`config.mk`:
```
export PLATFORM = sky130hd
export DESIGN_NAME = set_button_ctrl
export DESIGN_NICKNAME = d
export VERILOG_FILES = /design/src/rtl/set_button_ctrl.sv
export SDC_FILE = /design/constraint.sdc
export NUM_CORES = 1
export LEC_CHECK = 0
export ABC_AREA = 1
export ABC_CLOCK_PERIOD_IN_PS = 1300
export BUFFER_PORTS_ARGS = -buffer_cell sky130_fd_sc_hd__buf_2
export CORE_ASPECT_RATIO = 0.7
export CORE_MARGIN = 1.5
export CORE_UTILIZATION = 41
export CTS_CLUSTER_DIAMETER = 30
export CTS_CLUSTER_SIZE = 30
export DETAILED_ROUTE_END_ITERATION = 7
export MAX_ROUTING_LAYER = met4
export RECOVER_POWER = 25
export SLEW_MARGIN = 0
export SYNTH_ARGS = -nofsm -noshare
export SYNTH_HDL_FRONTEND = slang
export SYNTH_SLANG_ARGS = --single-unit
export TNS_END_PERCENT = 100
```
`constraint.sdc`:
```
create_clock -name clk -period 1.3 [get_ports clk]
set_input_delay 0.13 -clock clk [delete_from_list [all_inputs] [get_ports clk]]
set_output_delay 0.13 -clock clk [all_outputs]
set_load 0.01 [all_outputs]
```
`src/rtl/set_button_ctrl.sv`:
```
// Front-panel button controller: synchronises and debounces the mode/up/down
// buttons, runs the RUN -> SET_SEC -> SET_MIN -> SET_HOUR mode machine and
// issues active-low one-cycle up/down step pulses with auto-repeat.
// Ports: clk, rst_n (async, active-low); btn_mode_n/btn_up_n/btn_down_n raw
// active-low buttons; sec/min/hour_set_ena one-hot per SET state; up/down
// active-low step pulses; mode_state (00 RUN, 01 SEC, 10 MIN, 11 HOUR).
// Latency: raw press to registered effect is DEB_CYCLES+2 edges; no backpressure.
module set_button_ctrl #(
  parameter int DEB_CYCLES = 4,
  parameter int REP_DELAY  = 16,
  parameter int REP_PERIOD = 4
) (
  input  logic       clk,
  input  logic       rst_n,
  input  logic       btn_mode_n,
  input  logic       btn_up_n,
  input  logic       btn_down_n,
  output logic       sec_set_ena,
  output logic       min_set_ena,
  output logic       hour_set_ena,
  output logic       up,
  output logic       down,
  output logic [1:0] mode_state
);

  localparam logic [1:0] ST_RUN  = 2'b00;
  localparam logic [1:0] ST_SEC  = 2'b01;
  localparam logic [1:0] ST_MIN  = 2'b10;
  localparam logic [1:0] ST_HOUR = 2'b11;

  localparam int DW = $clog2(DEB_CYCLES + 1);
  localparam int RW = $clog2(REP_DELAY + 1);
  localparam logic [DW-1:0] DEB_LAST   = DW'(DEB_CYCLES - 1);
  localparam logic [RW-1:0] REP_LAST   = RW'(REP_DELAY - 1);
  localparam logic [RW-1:0] REP_RELOAD = RW'(REP_DELAY - REP_PERIOD);

  // Button vector index: 0 = mode, 1 = up, 2 = down.
  logic [2:0]    raw;
  logic [2:0]    sync1_q, sync2_q;
  logic [2:0]    deb_q, deb_d, deb_prev_q;
  logic [2:0]    lock_q, lock_d;
  logic [DW-1:0] cnt_q [3];
  logic [DW-1:0] cnt_d [3];
  logic [1:0]    settle_q;
  logic [1:0]    mode_q, mode_d;
  logic          sec_q, min_q, hour_q;
  logic          up_q, up_d, dn_q, dn_d;
  logic [RW-1:0] rep_q, rep_d;

  logic [2:0] held, fall;
  logic       mode_press, in_set, step_ok;
  logic       up_act, dn_act, rep_due, up_fire, dn_fire;

  assign raw = {btn_down_n, btn_up_n, btn_mode_n};

  // Debounce: the level follows the synchroniser only after DEB_CYCLES
  // consecutive differing samples; any agreeing sample restarts the count.
  always_comb begin
    deb_d = deb_q;
    for (int i = 0; i < 3; i++) begin
      cnt_d[i] = '0;
      if (sync2_q[i] != deb_q[i]) begin
        if (cnt_q[i] == DEB_LAST) deb_d[i] = sync2_q[i];
        else                      cnt_d[i] = cnt_q[i] + DW'(1);
      end
    end
  end

  assign held       = ~deb_q;
  assign fall       = deb_prev_q & ~deb_q;
  assign mode_press = fall[0] & ~lock_q[0];
  assign in_set     = (mode_q != ST_RUN);
  assign step_ok    = in_set & ~mode_press;

  // A step button drives pulses only while it is the sole step button held
  // and not locked out.
  assign up_act  = held[1] & ~lock_q[1] & ~held[2];
  assign dn_act  = held[2] & ~lock_q[2] & ~held[1];
  assign rep_due = (rep_q == REP_LAST);
  assign up_fire = step_ok & up_act & (fall[1] | rep_due);
  assign dn_fire = step_ok & dn_act & (fall[2] | rep_due);

  // Lockout: every button starts locked out of reset so a button held across
  // reset is ignored until it reads released. The sync chain carries stale
  // reset values for two edges, so clearing waits until settle_q[1].
  always_comb begin
    lock_d = lock_q;
    for (int i = 0; i < 3; i++) begin
      if (settle_q[1] && deb_q[i] && sync2_q[i]) lock_d[i] = 1'b0;
    end
    if (held[1] && (held[2] || mode_press)) lock_d[1] = 1'b1;
    if (held[2] && (held[1] || mode_press)) lock_d[2] = 1'b1;
  end

  // Shared repeat counter: zero on the initial press, fires at REP_DELAY-1,
  // then reloads so the next fire is REP_PERIOD cycles later.
  always_comb begin
    rep_d = '0;
    if ((up_act || dn_act) && !mode_press) begin
      if (fall[1] || fall[2]) rep_d = '0;
      else if (rep_due)       rep_d = REP_RELOAD;
      else                    rep_d = rep_q + RW'(1);
    end
  end

  assign mode_d = mode_press ? (mode_q + 2'd1) : mode_q;
  assign up_d   = ~up_fire;
  assign dn_d   = ~dn_fire;

  always_ff @(posedge clk or negedge rst_n) begin
    if (!rst_n) begin
      sync1_q    <= 3'b111;
      sync2_q    <= 3'b111;
      deb_q      <= 3'b111;
      deb_prev_q <= 3'b111;
      lock_q     <= 3'b111;
      for (int i = 0; i < 3; i++) cnt_q[i] <= '0;
      settle_q   <= 2'b00;
      mode_q     <= ST_RUN;
      sec_q      <= 1'b0;
      min_q      <= 1'b0;
      hour_q     <= 1'b0;
      up_q       <= 1'b1;
      dn_q       <= 1'b1;
      rep_q      <= '0;
    end else begin
      sync1_q    <= raw;
      sync2_q    <= sync1_q;
      deb_q      <= deb_d;
      deb_prev_q <= deb_q;
      lock_q     <= lock_d;
      for (int i = 0; i < 3; i++) cnt_q[i] <= cnt_d[i];
      settle_q   <= {settle_q[0], 1'b1};
      mode_q     <= mode_d;
      sec_q      <= (mode_d == ST_SEC);
      min_q      <= (mode_d == ST_MIN);
      hour_q     <= (mode_d == ST_HOUR);
      up_q       <= up_d;
      dn_q       <= dn_d;
      rep_q      <= rep_d;
    end
  end

  assign mode_state   = mode_q;
  assign sec_set_ena  = sec_q;
  assign min_set_ena  = min_q;
  assign hour_set_ena = hour_q;
  assign up           = up_q;
  assign down         = dn_q;

endmodule

```
==> results of run 1 <==
## through the flow
stage | util, % | worst slack, ps | cell area, um^2 | total power, uW | std cells
2_1_floorplan | - | 207 | 1520 | 2570 | 150
3_3_place_gp | 47.0 | 134 | 1660 | 2810 | 212
3_5_place_dp | 47.0 | 80.7 | 1660 | 2860 | 212
4_1_cts | 50.7 | 69.2 | 1790 | 3680 | 224
5_1_grt | 50.7 | 4.58 | 1790 | 3950 | 224
6_report | 50.7 | 92.4 | 1790 | 3620 | 224
## routing by layer
metal	wire, um	up-vias
met5	0	-
met4	28	0
met3	81	6
met2	1080	9
met1	1040	464
li1	-	508
## worst register-to-register path: stages, from the launching register on
cell     delay, ps
dfrtp_1        420
ha_1           240
nand4_1        170
inv_1           80
nor2_1         140
nor2_2          40
## worst paths after layout
kind | end | startpoint | slack [ps] | depth (start not counted)
worst max-delay path | rep_q[3] | rep_q[0] | 90 | 5
worst min-delay path | cnt_q[6] | rst_n | 290 | 2
worst max register to register | rep_q[3] | rep_q[0] | 90 | 5
worst min register to register | settle_q[1] | settle_q[0] | 350 | 0
max in group asynchronous | sync1_q[2] | rst_n | 490 | 3
min in group clk | settle_q[1] | settle_q[0] | 350 | 0
## power by group
group	switching [uW]	leakage (uW)	internal (uW)
registers	207	0.000454	1570
clock network	364	0.0000455	432
logic	640	0.000374	414
## final cells by class
class                           instances  area [um^2]  share of cell area, %
Multi-Input combinational cell         91          473                   26.4
Clock buffer                            8         90.1                   5.03
Timing Repair Buffer                   16          115                   6.42
Tap cell                               50         62.6                   3.49
Inverter                               21         78.8                   4.40
Sequential cell                        38          972                   54.3
## layout by cell type, fill, tap and decap left out, types with 4 or more instances in the layout
cell | Yosys | layout
dfstp_2 | 17 | 16
a21oi_1 | 4 | 4
buf_2 | 0 | 11
nand3_1 | 4 | 4
nor2_1 | 15 | 15
nand2_1 | 37 | 37
nand2_2 | 5 | 5
ha_1 | 5 | 5
inv_1 | 18 | 18
dlygate4sd3_1 | 0 | 4
dfrtp_1 | 21 | 21
clkbuf_8 | 0 | 6
## flip-flops by register name, summed over array words and instances (netlist names)
| name | cells |
|---|---|
| lock_q | 3 |
| settle_q | 2 |
| sync1_q | 3 |
| mode_state | 2 |
| sec_set_ena | 1 |
| down | 1 |
| deb_q | 3 |
| cnt_q | 9 |
| up | 1 |
| rep_q | 5 |
| sync2_q | 3 |
| min_set_ena | 1 |
| deb_prev_q | 3 |
| hour_set_ena | 1 |
## repair_timing
| item | in CTS | in global routing |
|---|---|---|
| setup endpoints to repair | 0 | 1 |
| endpoints found under the hold margin | 13 | 0 |
| gates resized for setup | 0 | 0 |
| hold buffers | 4 | 0 |
## logic make-up after synthesis
| group | Yosys count |
|---|---|
| XOR/XNOR | 3 |
| adder cells (fa/ha/maj) | 5 |
| AO/OA/AOI/OAI | 8 |
| other | 1 |
| flip-flops | 38 |
| buffers and inverters | 21 |
| AND/OR/NAND/NOR | 74 |
==> summary.md, run 1 <==
| Metric | Value |
|---|---|
| Outcome | complete, no violations |
| Antenna Nets Post-Route | 0 |
| Post-synthesis sequential area ratio | between 60% and 70% |
| Max incr delay on CP | between 400 and 500 ps |
| Share of layout cells above drive strength 1 | between 20 and 30% |
| Io pins | 12 |
| Clock root buffer master | clkbuf_8 |
| Core area | between 3000 and 4000 um^2 |
| Hold Vio Cnt, Final | 0 |
| Synth Area in Compound Gates | 2.87% |
| Top FF cell, synth | dfrtp_1 |
| Fill count | 346 |
| Reg clk slew, reported paths | roughly 70 ps |
| Initial antenna violation count | 0 |
| Iteration-0 DRC Markers | 35 |
| Met1 Use GR | 17.1% |
| Post-synth ARST share | between 90% and 100% |
| Top cells by area, synth | dfrtp_1, dfstp_2, nand2_1, inv_1, ha_1 |
| HP Class | primary input to asynchronous set/reset pin |
| Unrepaired setup endpoints after global routing | no |
| Largest family of logic cells by synthesized area | simple AND/OR/NAND/NOR gates |
| Max Cap Viol | 0 |
| CTS Sinks | 38 |
| Synthesized area per cell | roughly 10 um^2 |
| First-pass GRT wire length | between 3000 and 4000 um |
| Port Buffers | 11 |
| CP max stage cell | dfrtp_1 |
| Power per standard cell area | between 2000 and 2500 nW/um^2 |
| Number of buffer and inverter stages on the critical path | 1 |
| CTS tree | built |
| CP max FO | 5 |
| Fmax | roughly 830 MHz |
| Max VDD drop | 1200 uV |
| Rows | 18 |
| Met2 Resource Use GR | between 20% and 30% |
| Synthesized netlist cell count | 150 |
| Die area | 4100 um^2 |
| Worst EP required | roughly 1500 ps |
| Area share of the leading cell type in the synthesized netlist | 34.5% |
| Clk_lat worst skew | about 280 ps |
| Number of synthesized flops with an enable pin | 0 |
| Slew Limit Fails | 0 |
| Fin crit period | roughly 1200 ps |
| DRC | 0 |
| Setup TNS | 0 ps |
| Clock buffer count from CTS | 5 |
| Leakage | slightly below 0.0009 uW |
| First-pass iteration count of the detailed router | 5 |
| Post-Synth Adder-Cell Area | between 4 and 5% |
| Hpwl dp | roughly 1700 um |
| YS warnings | 0 |
| Mapped Area | approximately 1500 um^2 |
| Startpoint Class | flip-flop |
| Crit Path Category | flip-flop to flip-flop |
| Post-CTS setup buffers | 0 |
| # setup viols final | 0 |
| Die width | roughly 76 um |
| Top-count cell post-synth | nand2_1 |
| Vias per cell | 4.41 |
| Post-Syn Nets | 160 |
| Crit path cell chain | ha_1 > nand4_1 > inv_1 > nor2_1 > nor2_2 |
| Tcrit/Tclk final | between 90% and 100% |
| Clock H-tree levels | 2 |
| Global placement routability congestion | ~0.80 |
| # diodes | 0 |
| Tot GR Track Use | between 10% and 20% |
| GRT overflow | 0 |
| Die Y | approximately 54 um |
| Synth area leader | dfrtp_1 |
| Final #Nets | ~180 |
| Distinct cells, synth | 20 |
| Simple-gate share of the synthesized area | approximately 22% |
| Clk_skew | 9.38 ps |
| Drt wl/cell | a little under 10 um |
| Grt met3 use | under 10% |
| Final wirelength | between 2000 and 2500 um |
| Vias | 987 |
| Hold_ws | a little under 300 ps |
| Synth Register Bits | 38 |
| Clock Tree Buf Depth | 2 |
| WP data arrival | between 1000 and 1500 ps |
| Largest net degree at the start of global routing | 23 |
| Busiest grt layer | met2 |
| Family with the most delay on the worst path | flip-flops |
| Post-synth top cells | nand2_1, dfrtp_1, inv_1 |
| Mux share of post-synthesis cell area | 0% |
| Nature of the critical path endpoint | flip-flop |
| Post-Synth XOR/XNOR Area | approximately 1.7% |
| Starting Density | about 43% |
| Area added between synthesis and finish | 17.6% |
| Vias in the first global route | 951 |
Note: power is estimated with default switching activity, not from simulation.
==> run 2: changes to the inputs <==
- ABC_AREA: 1 -> 0
==> run 2 against run 1 <==
The flow now finishes with violations (negative setup slack). Die area down 2.6%. Count of clock-buffer cells in the layout down 2. Global-route usage down 0.32 points. Fmax down 7.2%. Combinational power up 9%. Register-to-register slack worse by 90 ps.
==> summary.md, run 2 <==
| Metric | Value |
|---|---|
| Post-synth top cells | dfrtp_1, dfstp_2, nand2_1, nor3b_1, nand3_1 |
| Clock H-tree levels | 2 |
| Grt met3 use | under 10% |
| Crit path cell chain | or3b_4 > o2111ai_4 > nor2_1 |
| Met2 Resource Use GR | 19.8% |
| Global placement routability congestion | about 0.82 |
| Busiest grt layer | met2 |
| First-pass iteration count of the detailed router | 4 |
| Final wirelength | about 2200 um |
| Clock buffer count from CTS | 5 |
| WHS Path Cells | 0 |
| # diodes | 0 |
| R2R Path End | rep_q[4] |
| Vias per cell | about 4.6 |
| Synthesized netlist cell count | 110 |
| Clk_lat worst skew | ~290 ps |
| R2r setup slk | -0.6 ps |
| Area share of the leading cell type in the synthesized netlist | 35.4% |
| Fill count | between 300 and 400 |
| Commonest non-fill, non-tap cell in the layout | dfrtp_1 |
| Tcrit/Tclk final | 100% |
| Synth Register Bits | 38 |
| Rows | 18 |
| Clock Tree Buf Depth | 2 |
| Total power | 4140 uW |
| Clk pwr share | roughly 30% |
| Top flop regs | cnt_q x9, rep_q x5 |
| Register area | a little under 1000 um^2 |
| GRT overflow | 0 |
| First-pass GRT wire length | about 3700 um |
| Relative slew margins | 47.6% |
| Clk_skew | 10.0 ps |
| Initial antenna violation count | 0 |
| Power per standard cell area | around 2200 nW/um^2 |
| Worst-Margin Slew | about 790 ps |
| Top FF cell, synth | dfrtp_1 |
| Starting Density | between 40 and 50% |
| Leakage | between 0.0008 and 0.0009 uW |
| Combinational Power Share | between 20% and 30% |
| Port Buffers | 11 |
| Fmax | between 700 and 800 MHz |
| DRC | 0 |
| Place WS | -10.7 ps |
| YS warnings | 0 |
| Vias | 876 |
| Core area | between 3000 and 4000 um^2 |
| Sw frac | 28.1% |
| Die width | 74.9 um |
| Worst Slack Setup Final | -0.609 ps |
| CTS Sinks | 38 |
| Io pins | 12 |
| Drt wl/cell | about 12 um |
| Number of synthesized flops with an enable pin | 0 |
| Die area | around 4000 um^2 |
| Reg clk slew, reported paths | ~80 ps |
| Share of layout cells above drive strength 1 | between 30% and 40% |
| Slew Limit Fails | 0 |
| Post-synthesis sequential area ratio | 65.6% |
| Max Cap Viol | 0 |
| Tot GR Track Use | 13.8% |
| Synth area leader | dfrtp_1 |
| Outcome | finished with violations |
| Max VDD drop | just under 1000 uV |
| Nature of the critical path endpoint | flip-flop |
| Largest net degree at the start of global routing | 39 |
| CP max FO | 5 |
| Failing checks | negative setup slack |
| HP Class | flip-flop to flip-flop |
| Synthesized area per cell | approximately 13 um^2 |
| Hpwl dp | approximately 1500 um |
| Post-synth ARST share | between 90% and 100% |
| Vias in the first global route | 902 |
| Mapped Area | 1480 um^2 |
| Iteration-0 DRC Markers | 54 |
| Hold Vio Cnt, Final | 0 |
| CP max stage cell | dfstp_2 |
| Number of buffer and inverter stages on the critical path | 0 |
| Max incr delay on CP | between 500 and 600 ps |
| CTS tree | built |
| Final Core Density | a little over half |
| Sequential share of power | roughly 43% |
| Top-count cell post-synth | dfrtp_1 |
| Multi-input gate area | about 520 um^2 |
| Final #Nets | between 100 and 150 |
| Worst Hold Path EP | settle_q[1] |
| Unrepaired setup endpoints after global routing | yes |
| Worst EP required | approximately 1500 ps |
| Startpoint Class | flip-flop |
| Internal Power | between 2000 and 3000 uW |
| Max FFs per register | 9 |
| NetSw | between 1000 and 1500 uW |
| Distinct cells, synth | 24 |
| Fin crit period | ~1300 ps |
| Crit Path Category | flip-flop to flip-flop |
| Met1 Use GR | between 15 and 20% |
| Top cells by area, synth | dfrtp_1, dfstp_2, ha_1, nor3b_1, nor3b_2 |
| Clock root buffer master | clkbuf_8 |
| Hold_sp | settle_q[0] |
| Most frequent cells in the layout | dfrtp_1, dfstp_2, buf_2 |
| Antenna Nets Post-Route | 0 |
| Area added between synthesis and finish | 25.6% |
| R2r startpoint | deb_prev_q[0] |
| Die Y | ~53 um |
| Reg2reg path depth | 3 |
| Family with the most delay on the worst path | flip-flops |
| WP data arrival | between 1000 and 1500 ps |
| Biggest register | cnt_q |
| # setup viols final | 1 |
| Post-Syn Nets | 120 |
==> run 2: cell count changes after synthesis, sizes merged, moves of 2 or more <==
cell	previous run	this run
inv	21	5
mux2	0	3
nand2	42	8
nand2b	0	5
nand4	3	0
nor2	18	3
nor2b	0	3
nor3b	3	12
o21ai	4	2
xnor2	3	5
==> run 2: metrics by stage <==
step / std cells / TNS, ps / area [um^2] / hold WS (ps)
floorplan: 110 / 0 / 1480 / -166
global placement: 177 / 0 / 1650 / 188
detailed placement: 177 / -10.7 / 1650 / 199
CTS: 189 / 0 / 1850 / 353
global route: 190 / -216 / 1860 / 361
finish: 190 / -0.609 / 1860 / 351
==> run 2: cell families (layout without fill, tap and decap cells) <==
family / Yosys count / count (layout) / share of synthesized area [%]
DFF: 38 / 38 / 65.6
adders and majority gates: 5 / 5 / 4.22
AOI/OAI and AO/OA: 9 / 9 / 4.56
and+or+nand+nor: 44 / 44 / 18.9
muxes: 3 / 3 / 2.28
xor gates and xnor gates: 5 / 5 / 2.95
buffers and inverters: 5 / 35 / 1.27
other: 1 / 1 / 0.253
==> run 2: what timing repair did <==
action,in CTS,in global routing
setup endpoints to repair,2,6
setup buffers,0,1
hold endpoints to repair,24,0
hold buffers,4,0
resized for setup,3,1
==> run 2: worst max path at each step <==
stage	from	end	slack, ps	depth (start not counted)
final	deb_prev_q[0]	rep_q[4]	-0.6	3
after global placement	deb_prev_q[0]	rep_q[4]	20	3
after CTS	deb_prev_q[0]	rep_q[4]	3	3
after global routing	deb_q[1]	rep_q[3]	-50	3
after floorplan	deb_prev_q[0]	rep_q[4]	60	3
after detailed placement	deb_prev_q[0]	rep_q[4]	-10	3
==> run 2: cell type report <==
cell class                 count  share of cell area, %
clock buffer                   6                   4.44
clock inverter                 2                   3.23
inverter                       5                   1.01
multi-input combinational     67                   28.0
sequential                    38                   52.2
tap                           50                   3.36
timing repair buffer          22                   7.80
==> run 2: power by group through the flow <==
| stage | Clock, uW | Sequential [uW] | Combinational [uW] |
|---|---|---|---|
| final | 1230 | 1770 | 1140 |
| after global routing | 1300 | 1810 | 1290 |
| after CTS | 1250 | 1780 | 1130 |
| after detailed placement | 0 | 1780 | 1060 |
| after global placement | 0 | 1760 | 1030 |
| after floorplan | 0 | 1820 | 637 |
==> run 2: layer usage <==
metal  vias up  wire length (um)
met5         -                 0
met1       426              1110
met2        16               940
met4         0                37
li1        430                 -
met3         4               102
==> run 2: worst register-to-register path: cells and delay by family (launching register included) <==
kind            cells  cell delay, ps
compound gates      1             160
flops               1             520
simple gates        2             510
